**src/rtl/sensor_monitor.sv**
```systemverilog
// Debounced sensor fault monitor: qualifies a combinational fault condition over DEBOUNCE
// consecutive cycles, latches it until acknowledged, and records entry count and snapshot.
module sensor_monitor #(
  parameter int unsigned NUM_SENSORS = 4,
  parameter int unsigned DEBOUNCE    = 3,
  parameter int unsigned CNT_WIDTH   = 8
) (
  input  logic                   clk,
  input  logic                   n_rst,
  input  logic [NUM_SENSORS-1:0] sensors,
  input  logic                   clear,
  output logic                   error,
  output logic                   error_pulse,
  output logic [CNT_WIDTH-1:0]   err_count,
  output logic [NUM_SENSORS-1:0] snapshot
);

  localparam int unsigned DbW = (DEBOUNCE < 2) ? 1 : $clog2(DEBOUNCE + 1);
  localparam logic [DbW-1:0] DbLast = DbW'(DEBOUNCE - 1);

  typedef enum logic [1:0] {StIdle, StPending, StFault} state_e;

  state_e                 state_q, state_d;
  logic [DbW-1:0]         cnt_q, cnt_d;
  logic                   pulse_q;
  logic [CNT_WIDTH-1:0]   err_count_q;
  logic [NUM_SENSORS-1:0] snapshot_q;
  logic                   raw_fault;
  logic                   enter_fault;

  // Gate line only counts together with at least one secondary line.
  assign raw_fault = sensors[0] | (sensors[1] & (|sensors[NUM_SENSORS-1:2]));

  always_ff @(posedge clk or negedge n_rst) begin
    if (!n_rst) begin
      state_q <= StIdle;
      cnt_q   <= '0;
    end else begin
      state_q <= state_d;
      cnt_q   <= cnt_d;
    end
  end

  always_comb begin
    state_d     = state_q;
    cnt_d       = '0;
    enter_fault = 1'b0;
    unique case (state_q)
      StIdle: begin
        if (raw_fault) begin
          if (DEBOUNCE == 1) begin
            state_d     = StFault;
            enter_fault = 1'b1;
          end else begin
            state_d = StPending;
            cnt_d   = DbW'(1);
          end
        end
      end
      StPending: begin
        if (!raw_fault) begin
          state_d = StIdle;
        end else if (cnt_q == DbLast) begin
          state_d     = StFault;
          enter_fault = 1'b1;
        end else begin
          cnt_d = cnt_q + 1'b1;
        end
      end
      StFault: begin
        // Acknowledge only takes effect once the fault condition has gone away.
        if (clear && !raw_fault) begin
          state_d = StIdle;
        end
      end
      default: state_d = StIdle;
    endcase
  end

  always_ff @(posedge clk or negedge n_rst) begin
    if (!n_rst) begin
      pulse_q     <= 1'b0;
      err_count_q <= '0;
      snapshot_q  <= '0;
    end else begin
      pulse_q <= enter_fault;
      if (enter_fault) begin
        snapshot_q <= sensors;
        if (err_count_q != {CNT_WIDTH{1'b1}}) begin
          err_count_q <= err_count_q + 1'b1;
        end
      end
    end
  end

  always_comb begin
    error       = (state_q == StFault);
    error_pulse = pulse_q;
    err_count   = err_count_q;
    snapshot    = snapshot_q;
  end

endmodule

```
**config.mk**
```make
export PLATFORM = sky130hd
export DESIGN_NAME = sensor_monitor
export DESIGN_NICKNAME = d
export VERILOG_FILES = /design/src/rtl/sensor_monitor.sv
export SDC_FILE = /design/constraint.sdc
export NUM_CORES = 1
export LEC_CHECK = 0
export CAP_MARGIN = 20
export CORE_MARGIN = 2
export CORE_UTILIZATION = 58
export DETAILED_ROUTE_END_ITERATION = 10
export DONT_BUFFER_PORTS = 1
export PLACE_DENSITY_LB_ADDON = 0.05
export SETUP_SLACK_MARGIN = 0.5
export SLEW_MARGIN = 0
export SYNTH_ARGS = -nofsm -noshare
export SYNTH_HDL_FRONTEND = slang
export SYNTH_SLANG_ARGS = --single-unit
```
**constraint.sdc**
```tcl
create_clock -name clk -period 1.95 [get_ports clk]
set_clock_uncertainty 0.2 [all_clocks]
set_input_delay 0.0975 -clock clk [delete_from_list [all_inputs] [get_ports clk]]
set_output_delay 0.0975 -clock clk [all_outputs]
set_load 0.01 [all_outputs]
```
==> impl.org, run 1 <==
** Setup path
- STA classifies the critical path endpoint as a flip-flop.
- Critical path arrival :: 1.71 ns
- Crit-path cells :: and4bb_4 -> o21ai_4 -> nor3_2 -> mux2_4
- Along the worst path, the maximum fanout reaches 5.
- Endpoint required time on the critical path :: 1.94 ns
- Startpoint Class :: flip-flop
- Critical setup path kind :: reg -> reg
- For this design, the slowest cell found on the critical path is sky130_fd_sc_hd__dfrtp_1.
- Delay contributed by the slowest stage of the critical path :: 0.39 ns

** Pwr
- Pwr per Cell Area :: 1090 nW/um^2
- The worst-case IR drop observed on VDD is 803 uV.
- Static Leakage :: 0.537 nW

** GRT
- Number of antenna violations at the first check in global routing :: 0
- Sum of overflow across all layers after global routing :: 0
- Via count of the first global-routing pass :: 626
- Pin count of the biggest net entering global routing :: 18
- Across every metal layer, demand over resource in global routing totals 27.5%.
- The first global-routing pass estimated 2850 um of wire.

** Drt
- TritonRoute pass-1 iters :: 4
- Dividing the detail-routed via count by the number of cells gives 5.96.
- Number of nets still failing antenna checks after routing :: 0
- In this run, the number of DRC markers left after iteration 0 of detailed routing was 25.
- After detailed routing, the average wire length per cell comes to 19.6 um.
- Wire length reported by the detailed router :: 2180 um
- The final route contains 662 vias.
- DRC Markers :: 0

** Min path
- Type of the worst min-delay path :: in -> reg

** Clocking
- Number of buffers created by CTS :: 3
- Sinks on Clock Net :: 17
- Number of hold buffers added after CTS :: 7
- Clock slew at reported path FFs :: 0.10 ns
- In this run the clock root is driven by a sky130_fd_sc_hd__clkbuf_4.
- CTS H-tree depth :: 1
- Clock latency at the later pin of the worst-skew pair :: 0.30 ns
- TritonCTS built the clock tree.
- Clock Tree Buf Depth :: 2

** Timing
- At the pin with the least slew margin, the transition time is 0.746 ns.
- Summed over all failing endpoints, the final setup total negative slack is 0 ns.
- Number of hold-slack violations in the final timing report :: 8
- In this run the tightest slew margin relative to its limit is 50.1%.
- For this run, the top clock speed supported by timing is 581 MHz.
- The number of max-slew violations in the final report came to 0.
- Final Setup Violations :: 0
- After layout, the worst path uses 88.2% of the clock period.
- For the finished layout, the period the worst path requires is 1.72 ns.
- Setup repair after global routing could not meet its margin everywhere.
- Worst-case hold slack :: -0.282 ns

** Logic synthesis
- Synth cell types :: 24
- The share of the Yosys chip area taken by registers is 54.1%.
- For this run, the number of Yosys warnings is 0.
- Number of cells produced by synthesis :: 70
- Number of nets produced by synthesis :: 78
- The cell area that synthesis handed to floorplanning was 787 um^2.
- Flops & latches, synth :: 17
- Mean Syn Cell Area :: 11.2 um^2

** Layout
- Summing all flip-flop and latch instances after layout gives 433 um^2.
- The area growth from synthesis to layout is 44.5%.
- Share of cells above drive strength 1 :: 49.0%
- Area occupied by multi-input gates :: 447 um^2
- The number of antenna diodes in the final layout is 0.
- Filler cell count in the final layout :: 41
- Number of nets in the finished design :: 105

** Run status
- The run finished, with violations left.
- The final reports fail on hold timing.

** Placed design
- Input/output buffers :: 0
- Detailed placement finished with a half-perimeter wire length of 980 um.
- Final Wtd Congestion :: 0.773

** Job
- Max-cap violations in this run came to 0.

** Die
- Initial Utilization :: 61.2%
- From left edge to right edge, the die measures 40.8 um.
- Core Box Area :: 1280 um^2
- The floorplan step defined a die boundary enclosing 1670 um^2.
- Total number of placement rows :: 13
- The die is 40.8 um tall.
- 21 I/O pins were placed.
power breakdown:
| part | internal, mW | switching (mW) | total [mW] |
|---|---|---|---|
| clock network | 0.0764 | 0.115 | 0.191 |
| logic | 0.236 | 0.187 | 0.423 |
| registers | 0.462 | 0.164 | 0.627 |
| total | 0.774 | 0.466 | 1.24 |
synthesized netlist by cell type (all sizes together):
cell type | instances | area share, %
xor2 | 4 | 4.5
o21ai | 1 | 1.1
nor2 | 4 | 1.9
or2 | 1 | 0.80
nor3 | 6 | 5.2
xnor2 | 1 | 1.1
a21o | 1 | 0.95
dfrtp | 17 | 54
inv | 2 | 0.95
nand2b | 1 | 0.80
and2 | 1 | 0.80
and2b | 1 | 0.95
buf | 1 | 1.4
nor4 | 2 | 2.4
mux2 | 4 | 5.7
nand2 | 14 | 6.7
nand3 | 2 | 1.3
ha | 1 | 1.6
o21a | 2 | 1.9
nand4 | 3 | 4.3
and4bb | 1 | 1.6
final timing paths:
check                      cells past startpoint                    start                        to  slack [ns]
min in group asynchronous                      1                    n_rst   snapshot[1]$_DFFE_PN0P_        0.10
setup reg to reg                               4   state_q[1]$_DFFE_PN0P_  err_count[6]$_DFFE_PN0P_        0.23
hold reg to reg                                2  snapshot[3]$_DFFE_PN0P_   snapshot[3]$_DFFE_PN0P_        0.35
setup / recovery                               4   state_q[1]$_DFFE_PN0P_  err_count[6]$_DFFE_PN0P_        0.23
max in group asynchronous                      1                    n_rst  err_count[1]$_DFFE_PN0P_        0.94
hold / removal                                 2               sensors[0]   snapshot[0]$_DFFE_PN0P_       -0.28
kinds of logic after synthesis:
logic type               Yosys count  synth area share (%)
adder cells (fa/ha/maj)            1                  1.59
flip-flops                        17                  54.1
AND/OR/NAND/NOR                   36                  26.7
multiplexers                       4                  5.72
buffers and inverters              3                  2.38
XOR/XNOR                           5                  5.56
AO/OA/AOI/OAI                      4                  3.97
cell usage in the layout, fill, tap and decap left out, types with 2 or more instances in the layout:
master                          Yosys  routed
sky130_fd_sc_hd__nand2_2            0       2
sky130_fd_sc_hd__nand4_1            2       2
sky130_fd_sc_hd__xor2_1             4       4
sky130_fd_sc_hd__o21a_1             2       2
sky130_fd_sc_hd__buf_4              0      10
sky130_fd_sc_hd__nor3_2             0       2
sky130_fd_sc_hd__clkbuf_4           0       3
sky130_fd_sc_hd__nand3_1            2       2
sky130_fd_sc_hd__buf_6              1       5
sky130_fd_sc_hd__o21ai_4            0       2
sky130_fd_sc_hd__nor3_4             1       2
sky130_fd_sc_hd__nor2_1             4       2
sky130_fd_sc_hd__dfrtp_2            0       6
sky130_fd_sc_hd__nor3_1             5       2
sky130_fd_sc_hd__dlygate4sd3_1      0       7
sky130_fd_sc_hd__mux2_4             0       3
sky130_fd_sc_hd__nand2_1           14      11
sky130_fd_sc_hd__dfrtp_1           17      11
state kept, by name, indices dropped and copies added, names as in the netlist:
register	cells
snapshot	4
state_q	2
cnt_q	2
err_count	8
error_pulse	1
critical path, delay by kind of cell (launching register included):
| kind | cells | cell delay (ns) |
|---|---|---|
| muxes | 1 | 0.32 |
| DFF | 1 | 0.39 |
| and+or+nand+nor | 2 | 0.58 |
| AOI/OAI and AO/OA | 1 | 0.12 |
area by class of cell:
type                            count  area share [%]
Clock buffer                        3            1.98
Timing Repair Buffer               22            17.7
Tap cell                           15            1.65
Inverter                            2           0.880
Multi-Input combinational cell     51            39.3
Sequential cell                    17            38.1
Clock inverter                      1           0.440
routing by layer:
metal | routed length, um | track usage, %
met1 | 886 | 31.6
met2 | 1100 | 44.9
met3 | 124 | 7.07
met4 | 66 | 17.5
met5 | 0 | 0
what timing repair did:
action | CTS | global route
gates resized for setup | 15 | 13
setup buffers | 8 | 7
endpoints found under the hold margin | 29 | 7
gates cloned | 1 | 0
pin swaps | 7 | 12
setup endpoints to repair | 13 | 12
through the flow:
step	power [mW]	instances	instance area [um^2]	worst slack (ns)	utilization, %
floorplan	0.770	70	807	0.350	-
global placement	0.812	84	815	0.228	63.4
detailed placement	0.818	84	815	0.177	63.4
CTS	1.11	104	1030	0.285	80.5
global route	1.31	111	1140	0.168	88.5
finish	1.24	111	1140	0.229	88.5
Note: power is estimated with default switching activity, not from simulation.
==> inputs of run 2 (changes only) <==
Settings changed: SETUP_SLACK_MARGIN 0.5 to 0.1.
==> run 2 against run 1 <==
The flow now finishes without violations. Fmax shrank 2.2%. First-iteration DRC count shrank 72%. Combinational power shrank 30%. Critical path depth is the same. Non-clock buffer count shrank 13. Via count shrank 18%. Clock power shrank 3%. Count of clock-buffer cells in the layout is the same. Final area shrank 19%. Critical path type unchanged. Critical endpoint is now err_count[1]$_DFFE_PN0P_. Highest routed layer unchanged.
==> impl.org, run 2 (synthesis gave the netlist of run 1 again) <==
** Placed design
- Placement-stage worst setup slack :: 0.147 ns
- The HPWL after detailed placement is 1120 um.
- Port buffering added 0 buffers.
- Final Wtd Congestion :: 0.719

** Setup path
- Startpoint Class :: flip-flop
- Worst Setup End Kind :: flip-flop
- Data arrives at the worst endpoint at 1.75 ns.
- The worst register-to-register path has a setup slack of 0.19 ns.
- Endpoint required time on the critical path :: 1.94 ns
- Of all nets on the critical path, the largest fanout is 11.
- Critical setup path kind :: reg -> reg

** Clocking
- The root buffer cell chosen for the clock tree is sky130_fd_sc_hd__clkbuf_4.
- After clock tree synthesis, the clock-pin slew on the worst setup and hold paths is 0.11 ns.
- CTS H-tree depth :: 1
- Clock Tree Buf Depth :: 2
- For this design, the sink count on the clock tree is 17.
- In this run, CTS created clock tree buffers numbering 3.
- Clock latency at the later pin of the worst-skew pair :: 0.29 ns
- TritonCTS built the clock tree.

** Pwr
- Static Leakage :: 0.464 nW
- Pwr per Cell Area :: 1140 nW/um^2
- Across the VDD grid, the largest voltage drop is 625 uV.

** GRT
- The via count of the first global-routing pass is 540.
- The first global-routing pass estimated 2220 um of wire.
- Sum of overflow across all layers after global routing :: 0
- In the global route stage, overall resource usage came out at 21.3%.
- The number of antenna violations at the first check in global routing is 0.
- Entering global routing, the biggest net connects 18 pins.

** Drt
- WL per Instance :: 15.6 um
- Vias/cell :: 5.57
- The count of nets left with antenna violations once routing finished came out at 0.
- For this run, the detailed router's first-pass iteration total came to 2.
- For this block, the routed nets add up to 1520 um of wire.
- For this block, the initial DRC count from the detailed router was 7.
- DRC Markers :: 0
- The final route contains 540 vias.

** Timing
- Number of hold-slack violations in the final timing report :: 0
- Worst max-slew margin expressed relative to the limit :: 50.9%
- Minimum setup slack in the final design :: 0.191 ns
- Setup violations remaining at the end of the flow were counted as 0.
- Part of the cycle the worst path needs :: 90.2%
- Post-route minimum period :: 1.76 ns
- For the pin with the worst max-slew slack, the measured transition is 0.734 ns.
- In the final timing run, aggregate negative setup slack is 0 ns.
- Maximum clock rate :: 568 MHz
- Setup repair after global routing left no endpoint under its margin.
- Max Transition Viols Final :: 0

** Die
- Initial Utilization :: 61.2%
- The die covers 1670 um^2.
- I/O pins :: 21
- Core Box Area :: 1280 um^2
- Horizontal extent of the die :: 40.8 um
- The floorplan has 13 rows.
- Vertical die dimension :: 40.8 um

** Layout
- Of the cells placed in the final design, the portion with a size suffix greater than 1 is 20.7%.
- Number of nets in the finished design :: 91
- Across the whole layout, storage elements account for 425 um^2.
- The register with the most flip-flops in the layout has 8 of them.
- The repair_antennas step left the layout with diodes totalling 0.
- For this run, the share of the core covered by cells in the final layout is 71.4%.
- Most common cell after layout, fill and taps aside :: sky130_fd_sc_hd__dfrtp_1
- Leaving out fill and tap cells, the most frequent cells in the layout are sky130_fd_sc_hd__dfrtp_1 (17), sky130_fd_sc_hd__nand2_1 (14), sky130_fd_sc_hd__dlygate4sd3_1 (6).
- Area occupied by multi-input gates :: 355 um^2
- Compared with the post-synthesis result, the final layout area differs by 16.5%.
- Filler cell count in the final layout :: 86

** Run status
- Outcome :: finished, final reports clean

** Job
- Across the run, the number of max-cap violations was 0.

** Min path
- Type of the worst min-delay path :: in -> reg
## run 2: cell count changes in the layout (fill, tap and decap cells not counted), sizes merged
cell         change
buf             -12
o21ai            -1
dlygate4sd3      -1
## run 2: timing repair
action,CTS,global route
resized for setup,0,2
endpoints found under the setup margin,0,1
setup buffers,0,0
endpoints found under the hold margin,26,0
hold buffers,6,0
## run 2: cell type report
type | count | area share [%]
flip-flops and latches | 17 | 46.4
multi-input cells | 50 | 38.7
repair buffers | 9 | 9.00
clock buffers | 3 | 2.46
well taps | 15 | 2.05
inverters | 2 | 0.819
clock inverters | 1 | 0.546
## run 2: critical path: stages (launching register included)
cell and delay [ns]:
sky130_fd_sc_hd__dfrtp_1 0.42, sky130_fd_sc_hd__and4bb_1 0.35, sky130_fd_sc_hd__o21ai_4 0.13, sky130_fd_sc_hd__nor2_1 0.19
sky130_fd_sc_hd__mux2_2 0.36
## run 2: power by group
| group | switching, mW | total, mW | internal (mW) | leakage, nW |
|---|---|---|---|---|
| Combinational | 0.163 | 0.298 | 0.135 | 0.224 |
| Clock | 0.110 | 0.186 | 0.0762 | 0.0177 |
| Sequential | 0.107 | 0.564 | 0.457 | 0.222 |
| Total | 0.380 | 1.05 | 0.668 | 0.464 |
## run 2: worst paths after layout
| kind | startpoint | to | cells after the start |
|---|---|---|---|
| min in group asynchronous | n_rst | err_count[5]$_DFFE_PN0P_ | 1 |
| setup / recovery | cnt_q[0]$_DFF_PN0_ | err_count[1]$_DFFE_PN0P_ | 4 |
| hold reg to reg | cnt_q[1]$_DFF_PN0_ | cnt_q[1]$_DFF_PN0_ | 1 |
| hold / removal | sensors[2] | snapshot[0]$_DFFE_PN0P_ | 4 |
| max in group asynchronous | n_rst | err_count[0]$_DFFE_PN0P_ | 1 |
| setup reg to reg | cnt_q[0]$_DFF_PN0_ | err_count[1]$_DFFE_PN0P_ | 4 |
## run 2: per-stage QoR
stage | hold WS, ns | area (um^2) | total power [mW] | instances
after global routing | 0.0848 | 917 | 1.12 | 97
after floorplan | -0.398 | 787 | 0.745 | 70
after detailed placement | -0.398 | 817 | 0.849 | 87
after CTS | 0.0388 | 905 | 1.05 | 97
final | 0.0475 | 917 | 1.05 | 97
after global placement | -0.398 | 817 | 0.826 | 87
## run 2: metal layers
| metal | vias up | share of wire [%] | routed length [um] | GRT usage, % |
|---|---|---|---|---|
| met5 | - | 0 | 0 | 0 |
| met3 | 2 | 6.7 | 101 | 6.52 |
| met4 | 0 | 0.92 | 14 | 10.0 |
| met2 | 16 | 51 | 776 | 38.7 |
| met1 | 259 | 41 | 626 | 21.8 |
| li1 | 263 | - | - | - |
